[src/rtl/phase_sync.sv]
// phase_sync
// Reference-edge aligner feeding the clock divider's phase_rst input.
// An asynchronous reference is synchronised and its rising edges detected.
// The interval between edges is measured in clk cycles. A lock state machine
// qualifies each edge, and only qualified edges pulse phase_rst. The divided
// clock therefore follows a stable reference and ignores glitches and missing
// edges.
//
// Parameters
//   PERIOD      expected reference period in clk cycles (divider cnt_max)
//   TOL         accepted interval error, good when PERIOD-TOL..PERIOD+TOL
//   LOCK_CNT    consecutive good intervals needed to lock
//   UNLOCK_CNT  consecutive bad or missing edges that drop lock
//
// Ports
//   clk        in   system clock, shared with the divider
//   rst_n      in   asynchronous active-low reset
//   ref_in     in   external reference, asynchronous to clk
//   enable     in   level, 0 forces IDLE
//   phase_rst  out  registered one-cycle pulse per qualified edge
//   locked     out  registered, high only while in LOCKED
//   period     out  last measured interval in clk cycles
//   miss       out  registered one-cycle pulse on an edge timeout
module phase_sync #(
  parameter logic [31:0] PERIOD     = 32'd1000,
  parameter logic [31:0] TOL        = 32'd4,
  parameter logic [7:0]  LOCK_CNT   = 8'd4,
  parameter logic [7:0]  UNLOCK_CNT = 8'd2
) (
  input  logic        clk,
  input  logic        rst_n,
  input  logic        ref_in,
  input  logic        enable,
  output logic        phase_rst,
  output logic        locked,
  output logic [31:0] period,
  output logic        miss
);

  typedef enum logic [1:0] {IDLE, ACQ, TRACK, LOCKED} state_t;

  // Acceptance window, widened to 33 bits so PERIOD+TOL cannot wrap and
  // PERIOD-TOL clamps at zero instead of underflowing.
  localparam logic [32:0] HI = {1'b0, PERIOD} + {1'b0, TOL};
  localparam logic [32:0] LO = (PERIOD >= TOL) ? {1'b0, PERIOD - TOL} : 33'd0;

  state_t      state;
  logic        s1;
  logic        s2;
  logic        s3;
  logic [31:0] per_cnt;
  logic [7:0]  good_cnt;
  logic [7:0]  bad_cnt;
  logic [7:0]  good_inc;
  logic [7:0]  bad_inc;
  logic [32:0] interval;
  logic        rise;
  logic        good;
  logic        timeout;

  // Two-flop synchroniser plus a history flop for edge detection. ref_in is
  // consumed nowhere else, so every downstream decision sees a clean level.
  always_ff @(posedge clk or negedge rst_n) begin
    if (!rst_n) begin
      s1 <= 1'b0;
      s2 <= 1'b0;
      s3 <= 1'b0;
    end else begin
      s1 <= ref_in;
      s2 <= s1;
      s3 <= s2;
    end
  end

  assign rise     = s2 & ~s3;
  assign interval = {1'b0, per_cnt};
  assign good     = (interval >= LO) && (interval <= HI);
  assign good_inc = good_cnt + 8'd1;
  assign bad_inc  = bad_cnt + 8'd1;

  // Equality-only compare makes the timeout fire once per gap. A rise in
  // the same cycle wins and is judged as a (good) edge instead.
  assign timeout = ((state == TRACK) || (state == LOCKED)) &&
                   (interval == HI) && !rise;

  // Lock state machine with the interval counter and all registered
  // outputs. Pulses default low each cycle. Dropping enable overrides
  // everything, including a rise in the same cycle.
  always_ff @(posedge clk or negedge rst_n) begin
    if (!rst_n) begin
      state     <= IDLE;
      per_cnt   <= '0;
      good_cnt  <= '0;
      bad_cnt   <= '0;
      phase_rst <= 1'b0;
      locked    <= 1'b0;
      period    <= '0;
      miss      <= 1'b0;
    end else begin
      phase_rst <= 1'b0;
      miss      <= 1'b0;
      if (!enable) begin
        state    <= IDLE;
        per_cnt  <= '0;
        good_cnt <= '0;
        bad_cnt  <= '0;
        locked   <= 1'b0;
      end else begin
        // Interval counter: restarts at 1 on an edge, saturates otherwise.
        if (state == IDLE) begin
          per_cnt <= '0;
        end else if (rise) begin
          per_cnt <= 32'd1;
        end else if (per_cnt != '1) begin
          per_cnt <= per_cnt + 32'd1;
        end

        // Every edge outside IDLE reports its interval, even in ACQ.
        if ((state != IDLE) && rise) begin
          period <= per_cnt;
        end

        case (state)
          IDLE: begin
            state  <= ACQ;
            locked <= 1'b0;
          end

          // The first edge only anchors the phase; its interval is unjudged.
          ACQ: begin
            if (rise) begin
              state     <= TRACK;
              good_cnt  <= '0;
              phase_rst <= 1'b1;
            end
          end

          // Every edge re-anchors the divider; bad ones restart the count.
          TRACK: begin
            if (rise) begin
              phase_rst <= 1'b1;
              if (good) begin
                good_cnt <= good_inc;
                if (good_inc == LOCK_CNT) begin
                  state   <= LOCKED;
                  bad_cnt <= '0;
                  locked  <= 1'b1;
                end
              end else begin
                good_cnt <= '0;
              end
            end else if (timeout) begin
              miss  <= 1'b1;
              state <= ACQ;
            end
          end

          // Only good edges re-anchor; bad or missing ones accumulate.
          LOCKED: begin
            if (rise && good) begin
              bad_cnt   <= '0;
              phase_rst <= 1'b1;
            end else if (rise || timeout) begin
              miss    <= timeout;
              bad_cnt <= bad_inc;
              if (bad_inc == UNLOCK_CNT) begin
                state  <= ACQ;
                locked <= 1'b0;
              end
            end
          end

          default: begin
            state <= IDLE;
          end
        endcase
      end
    end
  end

endmodule

[config.mk]
export PLATFORM = sky130hd
export DESIGN_NAME = phase_sync
export DESIGN_NICKNAME = d
export VERILOG_FILES = /design/src/rtl/phase_sync.sv
export SDC_FILE = /design/constraint.sdc
export NUM_CORES = 1
export LEC_CHECK = 0
export ABC_CLOCK_PERIOD_IN_PS = 3200
export CAP_MARGIN = 20
export CELL_PAD_IN_SITES_DETAIL_PLACEMENT = 1
export CELL_PAD_IN_SITES_GLOBAL_PLACEMENT = 1
export CORE_ASPECT_RATIO = 1.2
export CORE_MARGIN = 3
export CORE_UTILIZATION = 46
export DETAILED_ROUTE_END_ITERATION = 10
export GPL_TIMING_DRIVEN = 0
export PLACE_DENSITY = 0.83
export SYNTH_ARGS = -nofsm -noshare
export SYNTH_HDL_FRONTEND = slang
export SYNTH_SLANG_ARGS = --single-unit
[constraint.sdc]
create_clock -name clk -period 3.2 [get_ports clk]
set_input_delay 0.96 -clock clk [delete_from_list [all_inputs] [get_ports clk]]
set_output_delay 0.96 -clock clk [all_outputs]
set_load 0.005 [all_outputs]
==> results_dict.tcl <==
set metrics [dict create \
    dpl-instance-area_um2 4900 \
    yosysSeqAreaShare 0.507 \
    routed_wl_um 10400 \
    hold_viol 0 \
    syn_avg_cell_area_um2 10.6 \
    p_leak_nw 2.22 \
    initial_utilization 0.476 \
    powerDensity_nw_per_um2 439 \
    r2r-end "state[0]" \
    mostFrequentLayoutCells "dfrtp_1 (88), clkdlybuf4s50_1 (37), nor2_1 (35)" \
    hp-class "flop to flop" \
    reg2reg_from "good_cnt[0]" \
    fp.dieH_um 112 \
    synth_nets 424 \
    syn-cell-area_um2 4340 \
    fin_hold_ws_ns 0.366 \
    worstHoldEndpoint "s2" \
    critPathTopFamily "simple AND/OR/NAND/NOR gates" \
    numCtsBuffers 9 \
    cts.htree.levels 3 \
    antenna_cells 0 \
    fin_nets 474 \
    crit_chain "clkdlybuf4s50_1, nor2b_1, nand3_1, nor4b_2, a21oi_2, nand2_1, xor2_1, nor2_1" \
    period_share 0.932 \
    fill_cells 1013 \
    fp.dieArea_um2 10600 \
    setup_slack_ns 0.217 \
    clock_skew_ns 0.0125 \
    worstRegToRegCells 8 \
    ys_ff_latch 88 \
    post_cts_buffers 0 \
    crit_slowest_cell "clkdlybuf4s50_1" \
    die_w_um 94.7 \
    max-slew-margin-rel 0.583 \
    holdPathStages 0 \
    min_from "s1" \
    synth_top_area_frac 0.507 \
    first_global_vias 3593 \
    max_freq_mhz 335 \
    clkSlewWorstSetupHoldPaths_ns 0.09 \
    drive_gt1_frac 0.133 \
    mostFrequentLayoutCell "dfrtp_1" \
    drv_cap 0 \
    fp.coreArea_um2 9130 \
    vias_per_cell 5.66 \
    dr.first_iter.drc_count 76 \
    ys_warn_count 0 \
    first_pass_iters 4 \
    yosys.area.top_type "dfrtp_1" \
    ant_nets 0 \
    grt_max_degree 49 \
    clk-insertion-delay-late_ns 0.37 \
    r2r_slack_ns 0.52 \
    cts_sinks 88 \
    track_usage 0.213 \
    area_growth_pct 17.5 \
    via_count 3315 \
    postLayoutCellArea_um2 5100 \
    cpPeakStageDelay_ns 0.61 \
    antenna_found_initial 0 \
    post-dp-hpwl_um 7470 \
    worstSetupStartpointType "input port" \
    grt_overflow 0 \
    finalPower_w 0.00224 \
    ys_types 50 \
    netlist_top_cells_area "dfrtp_1 (51%), mux2_2 (8.3%), xor2_1 (3.6%)" \
    ir_drop_mv 0.231 \
    clockBufferDepth 2 \
    worstMarginPinSlew_ns 0.619 \
    status "finished clean" \
    root_buffer "clkbuf_8" \
    cts_tree "yes" \
    grt_pass1_wl_um 17800 \
    worstSetupPathType "input port to flop" \
    place_congestion 0.838 \
    pre_cts_slack_ns -0.150 \
    setup_viol 0 \
    rsz0062_at_grt "no" \
    critPathArrivalTime_ns 3.20 \
    fin_crit_ns 2.98 \
    critPathBufInv 1 \
    rows 38 \
    netlist_instances 411 \
    cp_data_required_time_ns 3.42 \
    top_level_ports 39 \
    drc 0 \
    crit_path_end_kind "flop" \
    io_buffers 38 \
    routedWlPerCell_um 17.7 \
    slew_viol_final 0 \
    worstPathMaxFanout 8 \
]
worst reg2reg max path: stages (launching register included):
cell	delay, ns
dfrtp_1	0.40
ha_1	0.19
inv_1	0.06
or4_1	0.46
nor4_1	0.49
a21oi_1	0.14
a221o_1	0.32
or4b_1	0.48
nand3_1	0.09
metal layers:
| layer | vias up | part of all wire | global-route usage |
|---|---|---|---|
| li1 | 1558 | - | - |
| met1 | 1689 | 0.42 | 0.253 |
| met2 | 48 | 0.54 | 0.374 |
| met3 | 20 | 0.023 | 0.0349 |
| met4 | 0 | 0.020 | 0.0895 |
| met5 | - | 0 | 0 |
cell type report:
cell class	instances	area (um2)	share of cell area
Clock inverter	3	40.0	0.00785
Timing Repair Buffer	39	405	0.0795
Multi-Input combinational cell	296	2030	0.399
Inverter	11	41.3	0.00809
Buffer	16	68.8	0.0135
Clock buffer	13	159	0.0312
Sequential cell	88	2200	0.432
Tap cell	120	150	0.0294
cell usage after synthesis (all sizes together):
| library cell | number |
|---|---|
| a21oi | 10 |
| nand3b | 2 |
| nor2b | 5 |
| and2 | 2 |
| a211oi | 1 |
| dfrtp | 88 |
| buf | 2 |
| nand4 | 13 |
| o21ai | 24 |
| o211ai | 1 |
| a221o | 1 |
| and3 | 13 |
| nand2b | 5 |
| inv | 11 |
| nor4b | 1 |
| o21a | 3 |
| or4b | 2 |
| a211o | 3 |
| o31ai | 3 |
| mux2i | 2 |
| a21o | 4 |
| o2111a | 1 |
| nand2 | 32 |
| xor2 | 18 |
| nand3 | 24 |
| o21ba | 1 |
| a31oi | 1 |
| nor3b | 3 |
| mux2 | 32 |
| and4bb | 1 |
| clkbuf | 14 |
| nor2 | 35 |
| nor3 | 8 |
| or3 | 5 |
| nor4 | 12 |
| ha | 9 |
| a41oi | 1 |
| or4 | 2 |
| o21bai | 2 |
| and4 | 3 |
| xnor2 | 10 |
| or2 | 1 |
per-stage QoR:
step,util,instances,TNS (ns)
after CTS,0.558,586,0
final,0.559,586,0
after detailed placement,0.537,570,-1.86
after floorplan,-,411,0
after global placement,0.534,569,-176.08
after global routing,0.559,586,0
cell families (layout without fill, tap and decap cells):
| family | Yosys count | count (layout) | share of synthesized area |
|---|---|---|---|
| xor gates and xnor gates | 28 | 28 | 0.0565 |
| DFF | 88 | 88 | 0.507 |
| buffers and inverters | 27 | 82 | 0.0254 |
| AOI/OAI and AO/OA | 56 | 56 | 0.0801 |
| and+or+nand+nor | 169 | 169 | 0.218 |
| adders and majority gates | 9 | 9 | 0.0259 |
| muxes | 34 | 34 | 0.0876 |
where the power goes:
part,leakage (nW),internal [W],total [W],switching [W]
registers,1.22,0.00114,0.00116,0.0000267
logic,0.896,0.000108,0.000291,0.000183
clock network,0.103,0.000402,0.000788,0.000386
total,2.22,0.00165,0.00224,0.000595
registers in the layout, summed over array words and instances (netlist names), 2 cells and up:
| signal | flops |
|---|---|
| bad_cnt | 8 |
| good_cnt | 8 |
| per_cnt | 32 |
| period | 32 |
| state | 2 |
timing repair:
action,CTS,global route
hold buffers,0,0
gates resized for setup,0,1
setup endpoints to repair,0,1
worst max-delay path by stage:
stage	start	endpoint	slack, ns	cells past startpoint
3_5_place_dp	enable	per_cnt[15]	-0.15	8
3_3_place_gp	rst_n	good_cnt[3]	-2.00	1
2_1_floorplan	good_cnt[0]	state[0]	0.88	8
5_1_grt	enable	per_cnt[15]	0.11	8
6_report	enable	per_cnt[15]	0.22	8
4_1_cts	enable	per_cnt[15]	0.18	8
(Power assumes the default switching activity.)
